==> config.mk <==
export PLATFORM = sky130hd
export DESIGN_NAME = fifo_sync_flags_flat
export DESIGN_NICKNAME = d
export VERILOG_FILES = /design/src/rtl/fifo_sync_flags_if.sv /design/src/rtl/fifo_sync_flags.sv /design/src/flat_wrapper.sv
export SDC_FILE = /design/constraint.sdc
export NUM_CORES = 1
export LEC_CHECK = 0
export CAP_MARGIN = 25
export CELL_PAD_IN_SITES_DETAIL_PLACEMENT = 1
export CELL_PAD_IN_SITES_GLOBAL_PLACEMENT = 1
export CORE_MARGIN = 2
export CORE_UTILIZATION = 54
export CTS_BUF_LIST = sky130_fd_sc_hd__clkbuf_4
export DETAILED_ROUTE_END_ITERATION = 16
export PLACE_DENSITY = 0.84
export SYNTH_ARGS = -nofsm -noshare
export SYNTH_HDL_FRONTEND = slang
export SYNTH_SLANG_ARGS = --single-unit
==> constraint.sdc <==
create_clock -name clk_i -period 5 [get_ports clk_i]
set_input_delay 1 -clock clk_i [delete_from_list [all_inputs] [get_ports clk_i]]
set_output_delay 1 -clock clk_i [all_outputs]
set_load 0.02 [all_outputs]
==> src/rtl/fifo_sync_flags_if.sv <==
// Valid/ready handshake bundle between a producer, the FIFO and a consumer.
// The FIFO takes the slave view. The bench or the surrounding stage drives
// the producer and consumer sides through the master view.
interface fifo_sync_flags_if #(
    parameter int WIDTH_P = 8
);
    logic [WIDTH_P-1:0] data_i;
    logic               valid_i;
    logic               ready_o;
    logic [WIDTH_P-1:0] data_o;
    logic               valid_o;
    logic               ready_i;

    modport master (
        output data_i, valid_i, ready_i,
        input  ready_o, data_o, valid_o
    );

    modport slave (
        input  data_i, valid_i, ready_i,
        output ready_o, data_o, valid_o
    );
endinterface

==> src/rtl/fifo_sync_flags.sv <==
// Single-clock first-word-fall-through FIFO for same-domain audio buffering.
// It adds an occupancy count, almost-full and almost-empty thresholds, a
// synchronous flush, a sticky overflow flag and a high-water mark.
// The pointers carry one extra wrap bit, so they advance modulo 2*DEPTH_P.
// Full and empty are decided from the registered count.
module fifo_sync_flags #(
    parameter int WIDTH_P  = 8,
    parameter int DEPTH_P  = 16,
    parameter int AFULL_P  = 12,
    parameter int AEMPTY_P = 4,
    localparam int CW_P    = $clog2(DEPTH_P) + 1
) (
    input  logic            clk_i,
    input  logic            rst_i,
    input  logic            flush_i,
    input  logic            clr_err_i,
    fifo_sync_flags_if.slave bus,
    output logic [CW_P-1:0] count_o,
    output logic            almost_full_o,
    output logic            almost_empty_o,
    output logic            overflow_o,
    output logic [CW_P-1:0] max_count_o
);
    localparam int              AW_P     = CW_P - 1;
    localparam logic [CW_P-1:0] DEPTH_C  = CW_P'(DEPTH_P);
    localparam logic [CW_P-1:0] AFULL_C  = CW_P'(AFULL_P);
    localparam logic [CW_P-1:0] AEMPTY_C = CW_P'(AEMPTY_P);
    localparam logic [CW_P-1:0] ZERO_C   = CW_P'(0);
    localparam logic [CW_P-1:0] ONE_C    = CW_P'(1);

    logic [WIDTH_P-1:0] mem_r [DEPTH_P];
    logic [CW_P-1:0]    wr_ptr_r;
    logic [CW_P-1:0]    rd_ptr_r;
    logic [CW_P-1:0]    count_r;
    logic [CW_P-1:0]    count_nxt_s;
    logic [CW_P-1:0]    max_count_r;
    logic               overflow_r;
    logic               full_s;
    logic               empty_s;
    logic               ready_s;
    logic               push_s;
    logic               pop_s;
    logic               ovf_set_s;

    // ready_o is masked by reset so the producer sees "not ready" while rst_i is high.
    // It never looks at ready_i, so a pop cannot make room for a push in the same cycle.
    assign full_s    = (count_r == DEPTH_C);
    assign empty_s   = (count_r == ZERO_C);
    assign ready_s   = ~full_s & ~rst_i;
    assign push_s    = bus.valid_i & ready_s;
    assign pop_s     = ~empty_s & bus.ready_i;
    assign ovf_set_s = bus.valid_i & ~ready_s;

    assign bus.ready_o    = ready_s;
    assign bus.valid_o    = ~empty_s;
    assign bus.data_o     = mem_r[rd_ptr_r[AW_P-1:0]];
    assign count_o        = count_r;
    assign almost_full_o  = (count_r >= AFULL_C);
    assign almost_empty_o = (count_r <= AEMPTY_C);
    assign overflow_o     = overflow_r;
    assign max_count_o    = max_count_r;

    // Next occupancy: flush wins, otherwise count push/pop net effect
    always_comb begin
        count_nxt_s = count_r;
        if (flush_i) begin
            count_nxt_s = ZERO_C;
        end else begin
            case ({push_s, pop_s})
                2'b10:   count_nxt_s = count_r + ONE_C;
                2'b01:   count_nxt_s = count_r - ONE_C;
                default: count_nxt_s = count_r;
            endcase
        end
    end

    // Storage write; a push in a flush cycle is dropped
    always_ff @(posedge clk_i) begin
        if (push_s && !flush_i) begin
            mem_r[wr_ptr_r[AW_P-1:0]] <= bus.data_i;
        end
    end

    // Pointer and occupancy state
    always_ff @(posedge clk_i or posedge rst_i) begin
        if (rst_i) begin
            wr_ptr_r <= ZERO_C;
            rd_ptr_r <= ZERO_C;
            count_r  <= ZERO_C;
        end else if (flush_i) begin
            wr_ptr_r <= ZERO_C;
            rd_ptr_r <= ZERO_C;
            count_r  <= ZERO_C;
        end else begin
            if (push_s) begin
                wr_ptr_r <= wr_ptr_r + ONE_C;
            end
            if (pop_s) begin
                rd_ptr_r <= rd_ptr_r + ONE_C;
            end
            count_r <= count_nxt_s;
        end
    end

    // Sticky overflow flag; a new refused write beats a clear in the same cycle
    always_ff @(posedge clk_i or posedge rst_i) begin
        if (rst_i) begin
            overflow_r <= 1'b0;
        end else if (ovf_set_s) begin
            overflow_r <= 1'b1;
        end else if (clr_err_i) begin
            overflow_r <= 1'b0;
        end else begin
            overflow_r <= overflow_r;
        end
    end

    // High-water mark; clearing restarts it from the upcoming occupancy
    always_ff @(posedge clk_i or posedge rst_i) begin
        if (rst_i) begin
            max_count_r <= ZERO_C;
        end else if (clr_err_i) begin
            max_count_r <= count_nxt_s;
        end else if (count_nxt_s > max_count_r) begin
            max_count_r <= count_nxt_s;
        end else begin
            max_count_r <= max_count_r;
        end
    end
endmodule

==> src/flat_wrapper.sv <==
// flat-port wrapper written by rule: the top's interface ports become plain ports
module fifo_sync_flags_flat 
#(
    parameter int WIDTH_P  = 8,
    parameter int DEPTH_P  = 16,
    parameter int AFULL_P  = 12,
    parameter int AEMPTY_P = 4,
    localparam int CW_P    = $clog2(DEPTH_P) + 1
)
  (clk_i, rst_i, flush_i, clr_err_i, count_o, almost_full_o, almost_empty_o, overflow_o, max_count_o, bus_data_i, bus_valid_i, bus_ready_i, bus_ready_o, bus_data_o, bus_valid_o);
  fifo_sync_flags_if #(.WIDTH_P(WIDTH_P)) bus_i ();
  input  logic clk_i;
  input  logic rst_i;
  input  logic flush_i;
  input  logic clr_err_i;
  output logic [CW_P-1:0] count_o;
  output logic almost_full_o;
  output logic almost_empty_o;
  output logic overflow_o;
  output logic [CW_P-1:0] max_count_o;
  input wire logic [$bits(bus_i.data_i)-1:0] bus_data_i;
  input wire logic [$bits(bus_i.valid_i)-1:0] bus_valid_i;
  input wire logic [$bits(bus_i.ready_i)-1:0] bus_ready_i;
  output wire logic [$bits(bus_i.ready_o)-1:0] bus_ready_o;
  output wire logic [$bits(bus_i.data_o)-1:0] bus_data_o;
  output wire logic [$bits(bus_i.valid_o)-1:0] bus_valid_o;
  assign bus_i.data_i = bus_data_i;
  assign bus_i.valid_i = bus_valid_i;
  assign bus_i.ready_i = bus_ready_i;
  assign bus_ready_o = bus_i.ready_o;
  assign bus_data_o = bus_i.data_o;
  assign bus_valid_o = bus_i.valid_o;
  fifo_sync_flags #(.WIDTH_P(WIDTH_P), .DEPTH_P(DEPTH_P), .AFULL_P(AFULL_P), .AEMPTY_P(AEMPTY_P)) u_core (.clk_i(clk_i), .rst_i(rst_i), .flush_i(flush_i), .clr_err_i(clr_err_i), .bus(bus_i), .count_o(count_o), .almost_full_o(almost_full_o), .almost_empty_o(almost_empty_o), .overflow_o(overflow_o), .max_count_o(max_count_o));
endmodule
== Yosys cells after proc, flatten, opt, wreduce, memory -nomap -nowiden ==
Memories as Yosys holds them, arrays and structs flattened.
Index checks and enable logic that the tools add are counted.
Widths: inputs -> output; s select.
Storage, ports and cells
  memories: 1
  bits in writable memories: 128
  output and inout port bits: 23
  flip-flop bits (word level): 21
Memories
  u_core.mem_r: words 16, bits a word 8, rd ports 1, clocked after Yosys merged registers in 0, write ports 1, RTL line fifo_sync_flags.sv:31  | logic [WIDTH_P-1:0] mem_r [DEPTH_P];
Cells by class
  eq/ne operators: 3
  bitwise gates (word level): 8
  add/sub/neg operators: 4
  muxes and demuxes: 13
  $lt $le $gt $ge: 3
  reductions and logical operators: 7
Operator list (count)
  $mux 5: 8
  $add 5x1->5 const B: 3
  $pmux 5 s2: 1
  $reduce_bool 2->1: 4
  $eq 5x5->1 const B: 1
  $ge 5x4->1 const B: 1
  $gt 5x5->1: 1
  $le 5x3->1 const B: 1
  $logic_not 5->1: 1
  $sub 5x1->5 const B: 1
  $and 1x1->1: 4
  $mux 1: 4
  $not 1->1: 4
  $eq 2x1->1 const B: 1
  $eq 2x2->1 const B: 1
  $logic_and 1x1->1: 1
  $logic_not 1->1: 1

== Longest topological paths before layout ==
  depth after elaboration: 10
  gate-level depth with buffers: 18

== Worst setup path after synthesis ==
Ideal clock, no wire load.
  path type: in2reg
  start point: input bus_ready_i
  end point: register u_core.max_count_r[0], in the netlist u_core.max_count_o[0]
  path buffers: 1
  stages: 15
  arrival: 4.224 ns
  setup time: 0.125 ns
  path slack: 0.651 ns
  cells stage by stage: a21boi_1 > ha_1 > clkbuf_1 > xor2_1 > ha_1 > or3b_2 > o2111ai_1 > a21oi_1 > xnor2_1 > nor2_1 > ha_1 > mux2i_1 > a21oi_1 > nor2_1 > mux2_2
On the way
  cells in the longest elaborated chain, start to end: 6
  elaborated cells on any way between the ends: 9
  classes of those cells: order compare: 1; eq/ne: 2; mux: 4; bitwise: 1; reduce/logical: 1
Ends and longest elaborated chain
  start: declaration: RTL line flat_wrapper.sv:23  | input wire logic [$bits(bus_i.ready_i)-1:0] bus_ready_i;
  $and 1x1->1 *: RTL line fifo_sync_flags.sv:51  | assign pop_s = ~empty_s & bus.ready_i;
  $eq 2x1->1 or $eq 2x2->1 (tied branches): RTL line fifo_sync_flags.sv:69  | case ({push_s, pop_s})
  $pmux 5 s2 *: RTL line fifo_sync_flags.sv:69
  $mux 5 *: RTL line fifo_sync_flags.sv:66  | if (flush_i) begin
  net u_core.count_nxt_s[4]: RTL line fifo_sync_flags.sv:35  | logic [CW_P-1:0] count_nxt_s;
  $gt 5x5->1 *: RTL line fifo_sync_flags.sv:124  | end else if (count_nxt_s > max_count_r) begin
  $reduce_bool 2->1 (no line) *
  end signal: assignment: RTL line fifo_sync_flags.sv:123  | max_count_r <= count_nxt_s;
  end signal: assignment: RTL line fifo_sync_flags.sv:125  | max_count_r <= count_nxt_s;
  end signal: assignment: RTL line fifo_sync_flags.sv:127  | max_count_r <= max_count_r;
  end: declaration: RTL line fifo_sync_flags.sv:36  | logic [CW_P-1:0] max_count_r;
Mark *: on every way through the listed nets, which the timed path passes. The rest lies on a longest branch. The select of a mux whose other input is x is not followed.
A chain may end at the register's enable or synchronous reset.

== Worst setup path after layout ==
  start point: input rst_i
  end point: register u_core.max_count_r[0], in the netlist u_core.max_count_o[0]
On the way
  cells in the longest elaborated chain, start to end: 8
  elaborated cells on any way between the ends: 11
  classes of those cells: order compare: 1; eq/ne: 2; mux: 4; bitwise: 3; reduce/logical: 1
Ends and longest elaborated chain
  start: declaration: RTL line flat_wrapper.sv:13  | input logic rst_i;
  $not 1->1 *: RTL line fifo_sync_flags.sv:49  | assign ready_s = ~full_s & ~rst_i;
  $and 1x1->1 *: RTL line fifo_sync_flags.sv:49
  $and 1x1->1 *: RTL line fifo_sync_flags.sv:50  | assign push_s = bus.valid_i & ready_s;
  $eq 2x1->1 or $eq 2x2->1 (tied branches): RTL line fifo_sync_flags.sv:69
  $pmux 5 s2 *: RTL line fifo_sync_flags.sv:69
  $mux 5 *: RTL line fifo_sync_flags.sv:66
  net u_core.count_nxt_s[4]: RTL line fifo_sync_flags.sv:35
  $gt 5x5->1 *: RTL line fifo_sync_flags.sv:124
  $reduce_bool 2->1 (no line) *
Marked as above.

==> results_dict.tcl <==
set metrics [dict create \
    drc 0 \
    fin_skew_ps 18.7 \
    avgSynthCellArea_um2 19.1 \
    postCtsSetupRepairBufs 0 \
    ir_drop_mv 0.305 \
    ant_nets 0 \
    firstDrtPassIters 4 \
    cts_tree "done" \
    final_util_pct 61.8 \
    dp_hpwl_um 8550 \
    syn_area_um2 6220 \
    core_um2 11300 \
    crit_top_cell "ha_1" \
    synth_fp_nets 352 \
    fin_area_um2 6990 \
    grt_pass1_wl_um 19800 \
    critPathCaptureType "flop" \
    p_leak_nw 2.36 \
    period_needed_ps 4240 \
    die_h_um 111 \
    path_clk_slew_ps 150 \
    fill_cells 1007 \
    hold_violations 0 \
    synthTopCellsByArea "edfxtp_1 (62%), mux4_1 (13%), dfrtp_1 (7.6%), mux4_2 (3.6%), ha_1 (2.6%)" \
    rsz0062_at_grt "false" \
    numCtsBuffers 17 \
    die-area_um2 12400 \
    slew_headroom_pct 27.2 \
    worst-endpoint-arrival_ps 4680 \
    antenna_cells 0 \
    grt_pass1_vias 3416 \
    cp_max_fo 6 \
    synth_area_leader_cell "edfxtp_1" \
    ios 37 \
    synthCells 325 \
    synth_ff_type "edfxtp_1" \
    antenna_found_initial 0 \
    yosys.area.top_type_share_pct 61.8 \
    crit_chain "clkdlybuf4s50_1, a31oi_4, nand2_1, ha_1, xor2_1, ha_1, or3b_2, o2111ai_1, a21oi_1, xnor2_1, nor2_1, ha_1, mux2i_1, a21oi_1, nor2_1, mux2_2" \
    required_ps 5440 \
    critical_path.max_stage_delay_ps 460 \
    synth_warnings 0 \
    gr-total-overflow 0 \
    synth_edf_count 128 \
    slew_violations 0 \
    drtIter0Drc 236 \
    routedWlPerCell_um 24.2 \
    max_freq_mhz 236 \
    crit_path_top_delay_cell "clkdlybuf4s50_1" \
    p_per_area_nw_per_um2 429 \
    cap_violations 0 \
    via_per_inst 6.00 \
    ys_types 41 \
    num_vias 3169 \
    fin_ws_ps 762 \
    ys_seq_area_share_pct 69.4 \
    clk_path_buf_depth 2 \
    initial_utilization_pct 55.0 \
    port_buffers 36 \
    setup_viol 0 \
    power_mw 3.00 \
    cts-resized-gates 0 \
    crit_type "in2reg" \
    seqCellArea_um2 4320 \
    area.growth.synth_to_final_pct 12.4 \
    min_path_type "reg2reg" \
    clock_latency_ps 530 \
    tns_ps 0 \
    fp-row-count 39 \
    clock_sink_count 147 \
    period_share_pct 84.8 \
    yosys_register_bits 147 \
    multi_input_area_um2 1760 \
    fp.dieW_um 111 \
    routed_wl_um 12800 \
    critPathLaunchType "input pin" \
    cts_hold_buf 0 \
    drive_gt1_share_pct 15.3 \
    place_area_um2 6730 \
    post-place-ws_ps 188 \
    clock-root-buffer "clkbuf_4" \
    grt_max_degree 36 \
    cts-htree-levels 4 \
    async_flop_share_pct 12.9 \
    grtUsageTotal_pct 21.8 \
    status "finished clean" \
    num-nets-final 399 \
    worst_pin_slew_ps 1090 \
    finalWeightedCongestion 0.784 \
]
## layout by cell type, fill, tap and decap left out, drive strengths merged, types with 2 or more instances in the layout
master           n
mux4            40
nand3            4
clkbuf          17
a31oi            2
nand2b           2
clkinv           2
a21o             2
buf              9
clkinvlp         2
nor3             5
a21oi            6
mux2             5
ha              13
clkdlybuf4s50   36
nand2           12
xor2             6
edfxtp         128
o21ai            4
dfrtp           19
nor2            25
or3              3
xnor2            3
nand4            2
mux2i            3
inv             22
## state kept, by name, indices dropped and copies added (netlist names)
register	flops
u_core.wr_ptr_r	4
u_core.overflow_o	1
u_core.count_o	5
u_core.max_count_o	5
u_core.mem_r	128
u_core.rd_ptr_r	4
## through the flow
stage          hold slack, ps  cells
2_1_floorplan             556    325
3_3_place_gp              526    496
3_5_place_dp              528    496
4_1_cts                   561    528
5_1_grt                   581    528
6_report                  564    528
## worst paths after layout
path	start	to	slack (ps)	depth (start not counted)
min reg2reg	u_core.max_count_o[3]$_DFFE_PP0P_	u_core.max_count_o[3]$_DFFE_PP0P_	560	1
max in group asynchronous	rst_i	u_core.rd_ptr_r[3]$_DFFE_PP0P_	3550	2
min	u_core.max_count_o[3]$_DFFE_PP0P_	u_core.max_count_o[3]$_DFFE_PP0P_	560	1
min in group asynchronous	rst_i	u_core.count_o[1]$_DFF_PP0_	960	2
max reg2reg	u_core.count_o[2]$_DFF_PP0_	u_core.max_count_o[0]$_DFFE_PP0P_	850	16
max	rst_i	u_core.max_count_o[0]$_DFFE_PP0P_	760	16
## cell usage after synthesis, drive strengths merged, types with 4 or more instances
library cell and n:
a21oi 6, buf 8, clkbuf 9, dfrtp 19, edfxtp 128, ha 13
inv 11, mux2 5, mux4 40, nand2 12, nand3 4, nor2 25
nor3 5, o21ai 4, xor2 6
## cell type report
cell class              count  area share, %
flip-flops and latches    147           61.8
inverters                  11          0.590
well taps                 143           2.56
clock buffers              17           1.83
clock inverters            15           1.93
multi-input cells         150           25.2
repair buffers             45           6.12
## per-layer routing
layer	track usage (%)	share of wire [%]	up-vias
met3	4.35	5.2	19
li1	-	-	1418
met1	29.7	42	1648
met5	0	0	-
met2	35.7	51	84
met4	7.90	1.8	0
## power by group
| group | total (mW) | switching (mW) | internal (mW) |
|---|---|---|---|
| registers | 1.43 | 0.0568 | 1.38 |
| clock network | 0.697 | 0.477 | 0.221 |
| logic | 0.870 | 0.451 | 0.420 |
## logic make-up (layout without fill, tap and decap cells)
group	count (synthesis)	count (layout)	share of synthesized area [%]
AO/OA/AOI/OAI	21	21	2.35
XOR/XNOR	9	9	1.27
adder cells (fa/ha/maj)	13	13	2.61
buffers and inverters	28	88	2.25
flip-flops	147	147	69.4
multiplexers	48	48	17.7
AND/OR/NAND/NOR	59	59	4.42
## worst max-delay path, delay by kind of cell
family	cells	cell delay, ps
AND/OR/NAND/NOR	4	1000
multiplexers	2	570
XOR/XNOR	2	370
buffers and inverters	1	460
adder cells (fa/ha/maj)	3	750
AO/OA/AOI/OAI	4	530
Note: power is estimated with default switching activity, not from simulation.
